File: src/rtl/median6_stream_ctrl.sv
// Streaming 6-sample median controller: fills an arrival-ordered window over a
// valid/ready input, then presents the floor-averaged median with backpressure.
module median6_stream_ctrl #(
  parameter int DATA_W = 4
) (
  input  logic              clk,
  input  logic              rst_n,
  input  logic              mode,
  input  logic              flush,
  input  logic              in_valid,
  input  logic [DATA_W-1:0] in_data,
  output logic              in_ready,
  output logic              out_valid,
  input  logic              out_ready,
  output logic [DATA_W-1:0] median,
  output logic [2:0]        fill_cnt
);

  typedef enum logic [1:0] {FILL, CALC, HOLD} state_t;

  state_t                  state_q, state_nxt;
  logic [5:0][DATA_W-1:0]  win_q;
  logic [2:0]              fill_q;
  logic                    mode_q;
  logic                    out_valid_q;
  logic [DATA_W-1:0]       median_q;
  logic                    in_xfer, out_xfer;

  // Floor of the mean using a sum one bit wider than the operands.
  function automatic logic [DATA_W-1:0] avg_floor(input logic [DATA_W-1:0] a,
                                                  input logic [DATA_W-1:0] b);
    logic [DATA_W:0] sum;
    sum = {1'b0, a} + {1'b0, b};
    return sum[DATA_W:1];
  endfunction

  function automatic logic [DATA_W-1:0] median6(input logic [5:0][DATA_W-1:0] w);
    logic [5:0][DATA_W-1:0] s;
    logic [DATA_W-1:0]      t;
    s = w;
    for (int i = 0; i < 5; i++) begin
      for (int j = 0; j < 5 - i; j++) begin
        if (s[j] > s[j+1]) begin
          t      = s[j];
          s[j]   = s[j+1];
          s[j+1] = t;
        end
      end
    end
    return avg_floor(s[2], s[3]);
  endfunction

  assign in_ready  = (state_q == FILL);
  assign out_valid = out_valid_q;
  assign median    = median_q;
  assign fill_cnt  = fill_q;
  assign in_xfer   = in_valid && in_ready;
  assign out_xfer  = out_valid_q && out_ready;

  always_ff @(posedge clk or negedge rst_n) begin
    if (!rst_n) state_q <= FILL;
    else        state_q <= state_nxt;
  end

  // A transfer at 5 completes the window; a transfer at 6 is a sliding update.
  always_comb begin
    state_nxt = state_q;
    case (state_q)
      FILL:    if (in_xfer && fill_q >= 3'd5) state_nxt = CALC;
      CALC:    state_nxt = HOLD;
      HOLD:    if (out_xfer) state_nxt = FILL;
      default: state_nxt = FILL;
    endcase
    if (flush) state_nxt = FILL;
  end

  always_ff @(posedge clk or negedge rst_n) begin
    if (!rst_n) begin
      win_q       <= '0;
      fill_q      <= 3'd0;
      mode_q      <= 1'b0;
      out_valid_q <= 1'b0;
      median_q    <= '0;
    end else begin
      // Mode is only picked up while the window is empty.
      if (state_q == FILL && fill_q == 3'd0) mode_q <= mode;
      if (flush) begin
        fill_q      <= 3'd0;
        out_valid_q <= 1'b0;
      end else begin
        case (state_q)
          FILL: begin
            if (in_xfer) begin
              if (fill_q < 3'd6) begin
                win_q[fill_q] <= in_data;
                fill_q        <= fill_q + 3'd1;
              end else begin
                for (int i = 0; i < 5; i++) win_q[i] <= win_q[i+1];
                win_q[5] <= in_data;
              end
            end
          end
          CALC: begin
            median_q    <= median6(win_q);
            out_valid_q <= 1'b1;
          end
          HOLD: begin
            if (out_xfer) begin
              out_valid_q <= 1'b0;
              if (!mode_q) fill_q <= 3'd0;
            end
          end
          default: ;
        endcase
      end
    end
  end

endmodule

File: config.mk
export PLATFORM = sky130hd
export DESIGN_NAME = median6_stream_ctrl
export DESIGN_NICKNAME = d
export VERILOG_FILES = /design/src/rtl/median6_stream_ctrl.sv
export SDC_FILE = /design/constraint.sdc
export NUM_CORES = 1
export LEC_CHECK = 0
export ABC_AREA = 0
export CAP_MARGIN = 20
export CORE_ASPECT_RATIO = 2
export CORE_MARGIN = 2
export CORE_UTILIZATION = 41
export CTS_BUF_LIST = sky130_fd_sc_hd__clkbuf_8
export CTS_CLUSTER_SIZE = 16
export DETAILED_ROUTE_END_ITERATION = 7
export GPL_TIMING_DRIVEN = 0
export HOLD_SLACK_MARGIN = 0.03
export SKIP_LAST_GASP = 1
export SLEW_MARGIN = 15
export SYNTH_ARGS = -nofsm -noshare
export SYNTH_HDL_FRONTEND = slang
export SYNTH_SLANG_ARGS = --single-unit
File: constraint.sdc
create_clock -name clk -period 16.72 [get_ports clk]
set_input_delay 2.508 -clock clk [delete_from_list [all_inputs] [get_ports clk]]
set_output_delay 2.508 -clock clk [all_outputs]
set_load 0.01 [all_outputs]
==> results.sh <==
export IMPL_critPathRequiredTime_ns=16.89
export IMPL_clk_pin_slew_ns=0.07
export IMPL_async_reset_ff_share_pct=100
export IMPL_grt_usage_pct=22.6
export IMPL_place_hpwl_um=11300
export IMPL_hp_class="flip-flop to flip-flop"
export IMPL_yosysMostFrequentCell="nor2_1"
export IMPL_period_minus_slack_ns=14.95
export IMPL_cp_start_kind="flip-flop"
export IMPL_maxSlewViolCount=0
export IMPL_antenna_found_initial=0
export IMPL_cts_path_max_buffers=2
export IMPL_grt_pass1_wl_um=22500
export IMPL_die_w_um=80.4
export IMPL_post_route_period_util_pct=89.4
export IMPL_post_cts_buffers=0
export IMPL_yosys_top_cells_area="dfrtp_1, ha_1, mux2i_1"
export IMPL_arrival_ns=15.12
export IMPL_avgViaCountPerCell=6.03
export IMPL_holdBufCountCts=0
export IMPL_reg2reg_from="win_q[5]"
export IMPL_setup_tns_ns=0
export IMPL_nets=703
export IMPL_htree_levels=2
export IMPL_cts_resized_gates=0
export IMPL_netlist_area_leader_share_pct=18.3
export IMPL_synth_top_area_cell="dfrtp_1"
export IMPL_ys_seq_area_share_pct=18.3
export IMPL_crit_type="flip-flop to flip-flop"
export IMPL_start_util_pct=42.2
export IMPL_rows=55
export IMPL_fp_coreArea_um2=11400
export IMPL_cts_tree="done"
export IMPL_syn2layout_area_growth_pct=9.72
export IMPL_synthTopCellsByCount="nor2_1, o21ai_0, ha_1, inv_1, nand2_1"
export IMPL_routed_wl_um=13500
export IMPL_crit_path_top_delay_cell="dfrtp_1"
export IMPL_die_h_um=157
export IMPL_place_congestion=0.941
export IMPL_synth_ff_type="dfrtp_1"
export IMPL_ant_nets=0
export IMPL_synthesis_instances=612
export IMPL_numCtsBuffers=5
export IMPL_worstMarginPinSlew_ns=1.08
export IMPL_drive_above_1_share_pct=8.29
export IMPL_grt_overflow_total=0
export IMPL_drc=0
export IMPL_grt_pass1_vias=4807
export IMPL_diodes=0
export IMPL_crit_path_start="win_q[5]"
export IMPL_syn_area_um2=4790
export IMPL_clk_latency_ns=0.30
export IMPL_rsz0062_at_grt="false"
export IMPL_yosysUniqueCellTypes=79
export IMPL_drv_cap=0
export IMPL_hold_start="median[1]"
export IMPL_hold_violations=0
export IMPL_cts_sinks=35
export IMPL_timing_clock_skew_ns=0.00502
export IMPL_slew_headroom_pct=26.7
export IMPL_n_fill_cell=1178
export IMPL_first_pass_iters=6
export IMPL_cp_max_fo=10
export IMPL_routedWlPerCell_um=17.3
export IMPL_syn_nets=676
export IMPL_yosysWarnings=0
export IMPL_setup_worst_path_end_class="flip-flop"
export IMPL_run_status="completed"
export IMPL_synth_avg_cell_area_um2=7.83
export IMPL_cts_root_buf="clkbuf_8"
export IMPL_dr_first_iter_drc_count=193
export IMPL_via_count=4706
export IMPL_setup_violations=0
export IMPL_max_clock_freq_ghz=0.0669
export IMPL_ys_seq_elements=35
export IMPL_synth_edf_count=0
export IMPL_slowest_delay_ns=0.46
export IMPL_die_area_um2=12600
export IMPL_io_pins=19
export IMPL_grt_max_degree=36
export IMPL_portBuffers=18
-- critical path: cells and delay by family, from the launching register on --
kind | cells | cell delay, ns
simple gates | 17 | 2.79
mux | 3 | 0.93
fa+ha+maj | 9 | 2.70
compound gates | 30 | 5.94
flops | 1 | 0.46
buf+inv | 10 | 1.97
-- state kept, by name, summed over array words and instances (netlist names) --
signal	cells
win_q	24
median	4
fill_cnt	3
out_valid	1
mode_q	1
state_q	2
-- layer usage --
layer | track usage [%] | up-vias | wire length (µm)
li1 | - | 2327 | -
met1 | 21.6 | 2245 | 4770
met2 | 46.0 | 97 | 7920
met3 | 1.73 | 37 | 253
met4 | 10.6 | 0 | 573
met5 | 0 | - | 0
-- through the flow --
stage,hold slack [ns],worst slack [ns],util (%),instance area (µm²),instances
floorplan,0.471,4.15,-,4790,612
global route,0.537,0.457,46.3,5260,781
global placement,0.467,2.22,45.3,5150,772
CTS,0.498,1.79,46.2,5250,780
finish,0.488,1.77,46.3,5260,781
detailed placement,0.483,1.82,45.5,5160,773
-- logic make-up after synthesis --
| group | synth area share (%) |
|---|---|
| and+or+nand+nor | 18.9 |
| muxes | 10.6 |
| adders and majority gates | 14.5 |
| AOI/OAI and AO/OA | 31.8 |
| buffers and inverters | 5.17 |
| xor gates and xnor gates | 0.732 |
| DFF | 18.3 |
-- cell type report --
| type | count | area, µm² | share of cell area [%] |
|---|---|---|---|
| inverter | 54 | 203 | 3.86 |
| clock buffer | 6 | 82.6 | 1.57 |
| buffer | 12 | 45.0 | 0.857 |
| tap | 142 | 178 | 3.38 |
| clock inverter | 1 | 5.00 | 0.0952 |
| sequential | 35 | 876 | 16.7 |
| multi-input combinational | 511 | 3670 | 69.8 |
| timing repair buffer | 20 | 200 | 3.81 |
-- cell usage in the layout, fill, tap and decap left out, types with 3 or more instances in the layout --
cell / instances
a2111oi_2: 3
a211o_1: 3
a21o_1: 13
a21oi_1: 49
a221oi_1: 4
a22oi_1: 18
a31oi_1: 9
a32oi_1: 3
a41o_1: 6
a41oi_1: 3
and2_1: 7
and3_1: 7
clkbuf_1: 10
clkbuf_8: 6
clkdlybuf4s50_1: 17
dfrtp_1: 35
ha_1: 53
inv_1: 53
mux2_2: 16
mux2i_1: 30
nand2_1: 53
nand2b_1: 9
nand3_1: 6
nand4_1: 6
nor2_1: 58
nor2b_1: 13
nor3_1: 9
o211ai_1: 4
o21a_1: 5
o21ai_0: 54
o21ai_1: 4
xnor2_1: 3
-- final timing paths --
path / to / slack, ns / cells past startpoint
worst max-delay path: median[3] / 1.77 / 69
worst min-delay path: median[1] / 0.49 / 2
worst max register to register: median[3] / 1.77 / 69
worst min register to register: median[1] / 0.49 / 2
max in group asynchronous: win_q[2] / 14.37 / 2
min in group asynchronous: out_valid / 2.15 / 2
Power is not shown: default switching activity piles up to over one toggle a cycle in this logic, so the estimate is an artifact.
